<file path="src/rtl/gpio_bank_arbiter.sv">
// gpio_bank_arbiter
//   Two requesters share one bank of GPIO pins. Ownership is arbitrated
//   round-robin. Release or forced revocation passes through a one-cycle
//   turnaround with the pads tri-stated. A timeout revokes a grant that is
//   held too long while the other requester waits. The revoked requester is
//   then masked until it drops its request.
//
// Ports
//   clock          : single clock for all logic
//   reset          : asynchronous active-high reset
//   req0/req1      : ownership requests
//   gnt0/gnt1      : registered ownership grants (never both high)
//   oe0/oe1        : requester output-enables
//   out0/out1      : requester output values
//   gpio_oe        : registered output-enable to the pad layer
//   gpio_output    : registered output value to the pad layer
//   gpio_input     : pad readback
//   gpio_rdata     : gpio_input forwarded combinationally to both requesters
//   timeout_pulse  : one-cycle pulse on forced revocation
module gpio_bank_arbiter #(
  parameter int GPIO_WIDTH     = 3,
  parameter int TIMEOUT_CYCLES = 4096
) (
  input  logic                  clock,
  input  logic                  reset,
  input  logic                  req0,
  input  logic                  req1,
  output logic                  gnt0,
  output logic                  gnt1,
  input  logic [GPIO_WIDTH-1:0] oe0,
  input  logic [GPIO_WIDTH-1:0] oe1,
  input  logic [GPIO_WIDTH-1:0] out0,
  input  logic [GPIO_WIDTH-1:0] out1,
  output logic [GPIO_WIDTH-1:0] gpio_oe,
  output logic [GPIO_WIDTH-1:0] gpio_output,
  input  logic [GPIO_WIDTH-1:0] gpio_input,
  output logic [GPIO_WIDTH-1:0] gpio_rdata,
  output logic                  timeout_pulse
);

  // A zero timeout still needs a one-bit counter so the vector is legal.
  localparam int CNT_W = (TIMEOUT_CYCLES == 0) ? 1 : $clog2(TIMEOUT_CYCLES + 1);
  localparam bit TO_EN = (TIMEOUT_CYCLES != 0);
  localparam logic [CNT_W-1:0] CNT_MAX  = {CNT_W{1'b1}};
  localparam logic [CNT_W-1:0] TO_LIMIT = TO_EN ? CNT_W'(TIMEOUT_CYCLES - 1) : {CNT_W{1'b0}};

  typedef enum logic [1:0] {
    ST_IDLE       = 2'd0,
    ST_GRANT0     = 2'd1,
    ST_GRANT1     = 2'd2,
    ST_TURNAROUND = 2'd3
  } state_t;

  state_t                  state_r, state_nxt_s;
  logic                    last_owner_r, last_owner_nxt_s;
  logic                    mask0_r, mask0_nxt_s;
  logic                    mask1_r, mask1_nxt_s;
  logic [CNT_W-1:0]        cnt_r, cnt_nxt_s;
  logic [GPIO_WIDTH-1:0]   oe_nxt_s, out_nxt_s;
  logic                    pulse_nxt_s;
  logic                    req0_eff_s, req1_eff_s;
  logic                    expire0_s, expire1_s;

  // Pad readback is shared by both requesters with no register stage.
  assign gpio_rdata = gpio_input;

  // A masked requester is invisible to arbitration in IDLE.
  assign req0_eff_s = req0 & ~mask0_r;
  assign req1_eff_s = req1 & ~mask1_r;

  // Timeout expiry: the waiting requester is still asserted at the last count.
  assign expire0_s = TO_EN && req1 && (cnt_r == TO_LIMIT);
  assign expire1_s = TO_EN && req0 && (cnt_r == TO_LIMIT);

  // Next-state, counter, mask and pad value computation.
  always_comb begin
    state_nxt_s      = state_r;
    last_owner_nxt_s = last_owner_r;
    cnt_nxt_s        = cnt_r;
    oe_nxt_s         = {GPIO_WIDTH{1'b0}};
    out_nxt_s        = {GPIO_WIDTH{1'b0}};
    pulse_nxt_s      = 1'b0;
    // Any sampled low request clears that requester's mask.
    mask0_nxt_s      = mask0_r & req0;
    mask1_nxt_s      = mask1_r & req1;

    case (state_r)
      ST_IDLE: begin
        cnt_nxt_s = {CNT_W{1'b0}};
        if (req0_eff_s && req1_eff_s) begin
          // Contested: the requester that did not own the bank last wins.
          if (last_owner_r) begin
            state_nxt_s      = ST_GRANT0;
            last_owner_nxt_s = 1'b0;
          end else begin
            state_nxt_s      = ST_GRANT1;
            last_owner_nxt_s = 1'b1;
          end
        end else if (req0_eff_s) begin
          state_nxt_s      = ST_GRANT0;
          last_owner_nxt_s = 1'b0;
        end else if (req1_eff_s) begin
          state_nxt_s      = ST_GRANT1;
          last_owner_nxt_s = 1'b1;
        end else begin
          state_nxt_s = ST_IDLE;
        end
      end

      ST_GRANT0: begin
        if (!req0) begin
          // Release wins over a simultaneous timeout.
          state_nxt_s = ST_TURNAROUND;
        end else if (expire0_s) begin
          state_nxt_s = ST_TURNAROUND;
          pulse_nxt_s = 1'b1;
          mask0_nxt_s = 1'b1;
        end else begin
          oe_nxt_s  = oe0;
          out_nxt_s = out0;
          if (req1 && (cnt_r != CNT_MAX)) begin
            cnt_nxt_s = cnt_r + {{(CNT_W-1){1'b0}}, 1'b1};
          end else begin
            cnt_nxt_s = cnt_r;
          end
        end
      end

      ST_GRANT1: begin
        if (!req1) begin
          state_nxt_s = ST_TURNAROUND;
        end else if (expire1_s) begin
          state_nxt_s = ST_TURNAROUND;
          pulse_nxt_s = 1'b1;
          mask1_nxt_s = 1'b1;
        end else begin
          oe_nxt_s  = oe1;
          out_nxt_s = out1;
          if (req0 && (cnt_r != CNT_MAX)) begin
            cnt_nxt_s = cnt_r + {{(CNT_W-1){1'b0}}, 1'b1};
          end else begin
            cnt_nxt_s = cnt_r;
          end
        end
      end

      ST_TURNAROUND: begin
        state_nxt_s = ST_IDLE;
        cnt_nxt_s   = {CNT_W{1'b0}};
      end

      default: begin
        state_nxt_s = ST_IDLE;
        cnt_nxt_s   = {CNT_W{1'b0}};
      end
    endcase
  end

  // State, grant, pad and timeout registers; reset tri-states the pads at once.
  always_ff @(posedge clock or posedge reset) begin
    if (reset) begin
      state_r       <= ST_IDLE;
      last_owner_r  <= 1'b1;
      mask0_r       <= 1'b0;
      mask1_r       <= 1'b0;
      cnt_r         <= {CNT_W{1'b0}};
      gnt0          <= 1'b0;
      gnt1          <= 1'b0;
      gpio_oe       <= {GPIO_WIDTH{1'b0}};
      gpio_output   <= {GPIO_WIDTH{1'b0}};
      timeout_pulse <= 1'b0;
    end else begin
      state_r       <= state_nxt_s;
      last_owner_r  <= last_owner_nxt_s;
      mask0_r       <= mask0_nxt_s;
      mask1_r       <= mask1_nxt_s;
      cnt_r         <= cnt_nxt_s;
      gnt0          <= (state_nxt_s == ST_GRANT0);
      gnt1          <= (state_nxt_s == ST_GRANT1);
      gpio_oe       <= oe_nxt_s;
      gpio_output   <= out_nxt_s;
      timeout_pulse <= pulse_nxt_s;
    end
  end

endmodule

</file>
<file path="config.mk">
export PLATFORM = sky130hd
export DESIGN_NAME = gpio_bank_arbiter
export DESIGN_NICKNAME = d
export VERILOG_FILES = /design/src/rtl/gpio_bank_arbiter.sv
export SDC_FILE = /design/constraint.sdc
export NUM_CORES = 1
export LEC_CHECK = 0
export ABC_AREA = 1
export BUFFER_PORTS_ARGS = -buffer_cell sky130_fd_sc_hd__buf_2
export CAP_MARGIN = 20
export CORE_UTILIZATION = 27
export CTS_BUF_LIST = sky130_fd_sc_hd__clkbuf_8
export DETAILED_ROUTE_END_ITERATION = 7
export GPL_TIMING_DRIVEN = 0
export PLACE_DENSITY_LB_ADDON = 0.2
export SETUP_SLACK_MARGIN = 0.1
export SLEW_MARGIN = 0
export SYNTH_ARGS = -nofsm -noshare
export SYNTH_HDL_FRONTEND = slang
export SYNTH_SLANG_ARGS = --single-unit
</file>
<file path="constraint.sdc">
create_clock -name clock -period 1.76 [get_ports clock]
set_input_delay 0.264 -clock clock [delete_from_list [all_inputs] [get_ports clock]]
set_output_delay 0.264 -clock clock [all_outputs]
set_load 0.02 [all_outputs]
</file>
Word-level counts from Yosys, hierarchy flattened:

Cells that the tools add are included.

* add/subtract/negate cells: 1
* equality and inequality tests: 13
* multiplexer cells: 41
* bitwise operators: 6
* reductions and logical operators: 10

Operator list (number)
* $mux 13: 6
* $pmux 13 s3: 1
* $mux 3: 8
* $mux 2: 8
* $mux 1: 14
* $add 13x1->13 const B: 1
* $eq 13x12->1 const B: 1
* $ne 13x13->1 const B: 1
* $ne 2x2->1 const B: 6
* $pmux 3 s2: 2
* $pmux 2 s4: 1
* $eq 2x2->1 const B: 3
* $reduce_and 6->1: 1
* $logic_and 1x1->1: 5
* $and 1x1->1: 4
* $eq 2x1->1 const B: 2
* $reduce_bool 3->1: 1
* $logic_not 2->1: 1
* $not 1->1: 2
* $pmux 1 s2: 1
* $reduce_and 2->1: 1
* $reduce_or 2->1: 1

* register bits after elaboration: 27
* input bits: 19
* output and inout port bits: 12
* word-level logic and storage cells: 81

Depth between registers and ports, before layout:

* depth after elaboration: 7
* depth in mapped cells: 11
* depth with buffers taken out: 10

Worst setup path after synthesis:

OpenSTA, ideal clock, no wires.

* kind: register -> register
* from: register cnt_r[0]
* to: register cnt_r[0]
* setup time: 0.117 ns
* data arrival time: 1.576 ns
* required time: 1.643 ns
* setup slack: 0.067 ns
* stages on the path, launching flop included: 12
* buffers on the path: 1
* period minus slack after synthesis: 1.693 ns
* cell sequence: dfrtp_1 -> ha_1 -> nand2_2 -> nor2_4 -> nand2_4 -> nor2_8 -> nand3_4 -> nand2_2 -> inv_2 -> buf_6 -> nand3_2 -> nand2_1

* longest elaborated chain between the ends: 5
* elaborated cells on any way between the ends: 19
* classes of those cells: 1 x add/sub; 6 x eq/ne; 7 x mux; 5 x reduce/logical

Ends and longest elaborated chain
* start: declaration: RTL line 58 `logic [CNT_W-1:0] cnt_r, cnt_nxt_s;`
* start signal: assignment: RTL line 166 `cnt_r <= {CNT_W{1'b0}};`
* start signal: assignment: RTL line 177 `cnt_r <= cnt_nxt_s;`
* $add 13x1->13: RTL line 122, 140
* $mux 13, on equally long branches: RTL line 139, 121
* $mux 13, on equally long branches: RTL line 132, 114
* $mux 13, on equally long branches: RTL line 130, 111
* $pmux 13 s3: RTL line 87 `case (state_r)`

Parallel ways exist; a longest one is shown, timed or not. The select of a mux whose other input is x is not followed.
A chain may end at the register's enable or synchronous reset.

Worst setup path in the final report:

* from: register cnt_r[1]
* to: register cnt_r[3]

Same word-level chain as after synthesis.

==> impl_results.md <==
- Status: finished, final reports clean
- Clock Latency Late Sink: 290 ps
- Final Max Slew Viols: 0
- Post-route DRC: 0
- Final instance area: about 2300 µm²
- Syn nets: roughly 250
- Worst setup SP type: register
- Worst slew pin tran: 512 ps
- Clock Sinks: 27
- Number of synthesized flops with an enable pin: 0
- Worst vdd ir: 480 µV
- Routed Antenna Nets: 0
- Final worst clock skew: 7.26 ps
- Cells after DPL: about 330
- Via-per-instance ratio: 4.51
- Mapped Cells: 223
- Num CTS Buffers: 3
- Vias in the first global route: 1447
- Core Region: 6060 µm²
- Post-route insts no fill: 350
- Nets@finish: 300
- Initial antenna violation count: 0
- CP max FO: 5
- Sequential area share after synthesis: about two fifths
- RSZ-0062 raised after global routing: true
- Clock slew at reported path FFs: 110 ps
- N_diodes: 0
- Post-Syn Area: 1730 µm²
- Final hold viol count: 0
- Rows: 28
- Critical path, cell by cell: ha_4 > nand2_2 > nor2_4 > nand2_4 > nor2_8 > nand3_4 > nand2_2 > inv_4 > clkbuf_16 > nand3_2 > nand2_1
- Ys flop type: dfrtp_1
- Layout cells sized above 1: 33.5%
- Period utilization: 92.3%
- Final GP Congestion: 0.775
- H-tree levels: 1
- TritonCTS clock tree: done
- Sequential standard cell area: 678 µm²
- Setup TNS: 0 ps
- CP max stage cell: dfrtp_1
- Final WS setup: about 140 ps
- Seq cells post-synth: 27
- Yosys warns: 0
- Pwr dens: between 1000 and 1500 nW/µm²
- WP buf/inv: 2
- Gr usage total: 13.4%
- Clock buffer depth: 2
- Leak pwr: 1.16 nW
- Synth Area per Inst: 7.78 µm²
- GRT overflow: 0
- Initial core utilization: between 20 and 30%
- Boundary pin count: 31
- Crit path time final: 1620 ps
- Max incr delay on CP: 410 ps
- Footprint of the multi-input gates: about 950 µm²
- Area delta synth->final: 30.7%
- Total number of vias: 1580
- Chip Width: 82.1 µm
- CP endpoint kind: register
- Final Power: 2.48 mW
- Share of the synthesized area in the top cell type: a little under two fifths
- Count of different cell masters after synthesis: 31
- Count leader, synth: nand2_1
- Final hold slack: ~220 ps
- R2R setup slack: 140 ps
- Area after DPL: 2000 µm²
- Fill cell count: 635
- Synth top area cells: dfrtp_1 38%, nand2_1 15%, nand3_2 6.3%, nand3_1 5.8%, inv_1 4.8%
- Root Driver: clkbuf_8
- Most numerous cell on the critical path: nand2_2
- CP top delay family: simple AND/OR/NAND/NOR gates
- Final setup viols: 0
- Synth async-reset ratio: 100%
- First DRT Iteration DRCs: between 90 and 100
- Worst slew margin: between 60% and 70%
- First-pass GRT wire length: 6820 µm
- Pin count of the biggest net entering global routing: 19
- # Max-Cap Violations: 0
- Initial DRT Pass Iterations: 4
- Post-Place Setup Slack: -117 ps
- CP required: 1950 ps
- Avg WL per Cell: 11.9 µm
- Final Util: 37.4%
- IO buf count: 27
- Setup CP Type: register to register
- Crit path DAT: approximately 1800 ps
- Detailed placer's ending HPWL: ~2800 µm
- Fmax: between 600 and 700 MHz
- Die area: slightly below 7000 µm²
- Synth cell count leaders: 68 x nand2_1, 26 x dfrtp_1, 22 x inv_1
- DRT Wirelength: 4170 µm
- Area leader, netlist: dfrtp_1
- Die Span Y: 82.1 µm
- Hold/Removal Path Class: input pin to register
-- registers in the layout (all words and copies together), names as in the netlist, 2 cells and up --
signal,count
gpio_oe,3
state_r,2
cnt_r,13
gpio_output,3
-- cell families (layout without fill, tap and decap cells) --
family | count (synthesis) | count (layout) | share of synthesized area, %
XOR/XNOR | 3 | 3 | 1.52
flip-flops | 27 | 27 | 39.0
adder cells (fa/ha/maj) | 5 | 5 | 3.61
buffers and inverters | 31 | 83 | 8.95
AO/OA/AOI/OAI | 17 | 17 | 5.34
AND/OR/NAND/NOR | 140 | 140 | 41.6
-- cell type report --
type                    instances  share of cell area [%]
clock buffers                   3                    1.82
clock inverters                 1                   0.331
repair buffers                 48                    14.7
well taps                      75                    4.14
flip-flops and latches         27                    29.9
multi-input cells             165                    42.0
inverters                      24                    4.19
plain buffers                   7                    2.92
-- cell usage in the layout (no fill, tap or decap), types with 5 or more instances in the layout --
cell type / Yosys / final
inv_1: 22 / 22
nand3_2: 11 / 11
nand4_1: 5 / 5
a21oi_1: 11 / 10
buf_2: 0 / 27
nor2_1: 21 / 20
nand2_1: 68 / 67
nand3_1: 20 / 20
buf_4: 4 / 22
dfrtp_1: 26 / 25
-- worst paths after layout --
| check | start | to | cells after the start |
|---|---|---|---|
| worst max-delay path | cnt_r[1] | cnt_r[3] | 11 |
| worst min-delay path | oe1[0] | gpio_oe[0] | 3 |
| worst max register to register | cnt_r[1] | cnt_r[3] | 11 |
| worst min register to register | last_owner_r | last_owner_r | 2 |
| max in group asynchronous | reset | cnt_r[0] | 4 |
| min in group asynchronous | reset | gnt0 | 3 |
-- where the power goes --
part | switching (mW) | internal (mW)
Combinational | 0.816 | 0.449
Clock | 0.235 | 0.162
Sequential | 0.0700 | 0.746
Total | 1.12 | 1.36
-- worst min-delay path, delay by kind of cell --
family	cells	cell delay (ps)
buffers and inverters	1	100
AND/OR/NAND/NOR	1	70
AO/OA/AOI/OAI	1	60
-- layer usage --
layer / GRT usage [%] / wire length, µm / up-vias
li1: - / - / 815
met1: 18.2 / 2060 / 728
met2: 21.2 / 1900 / 32
met3: 2.09 / 144 / 5
met4: 5.26 / 68 / 0
met5: 0 / 0 / -
-- what timing repair did --
item,CTS,global route
pin swaps,3,6
setup buffers,9,9
gates resized for setup,3,13
hold endpoints to repair,8,0
setup endpoints to repair,22,19
gates cloned,0,1
hold buffers,1,0
No activity file was read; power rests on OpenSTA's default activity.
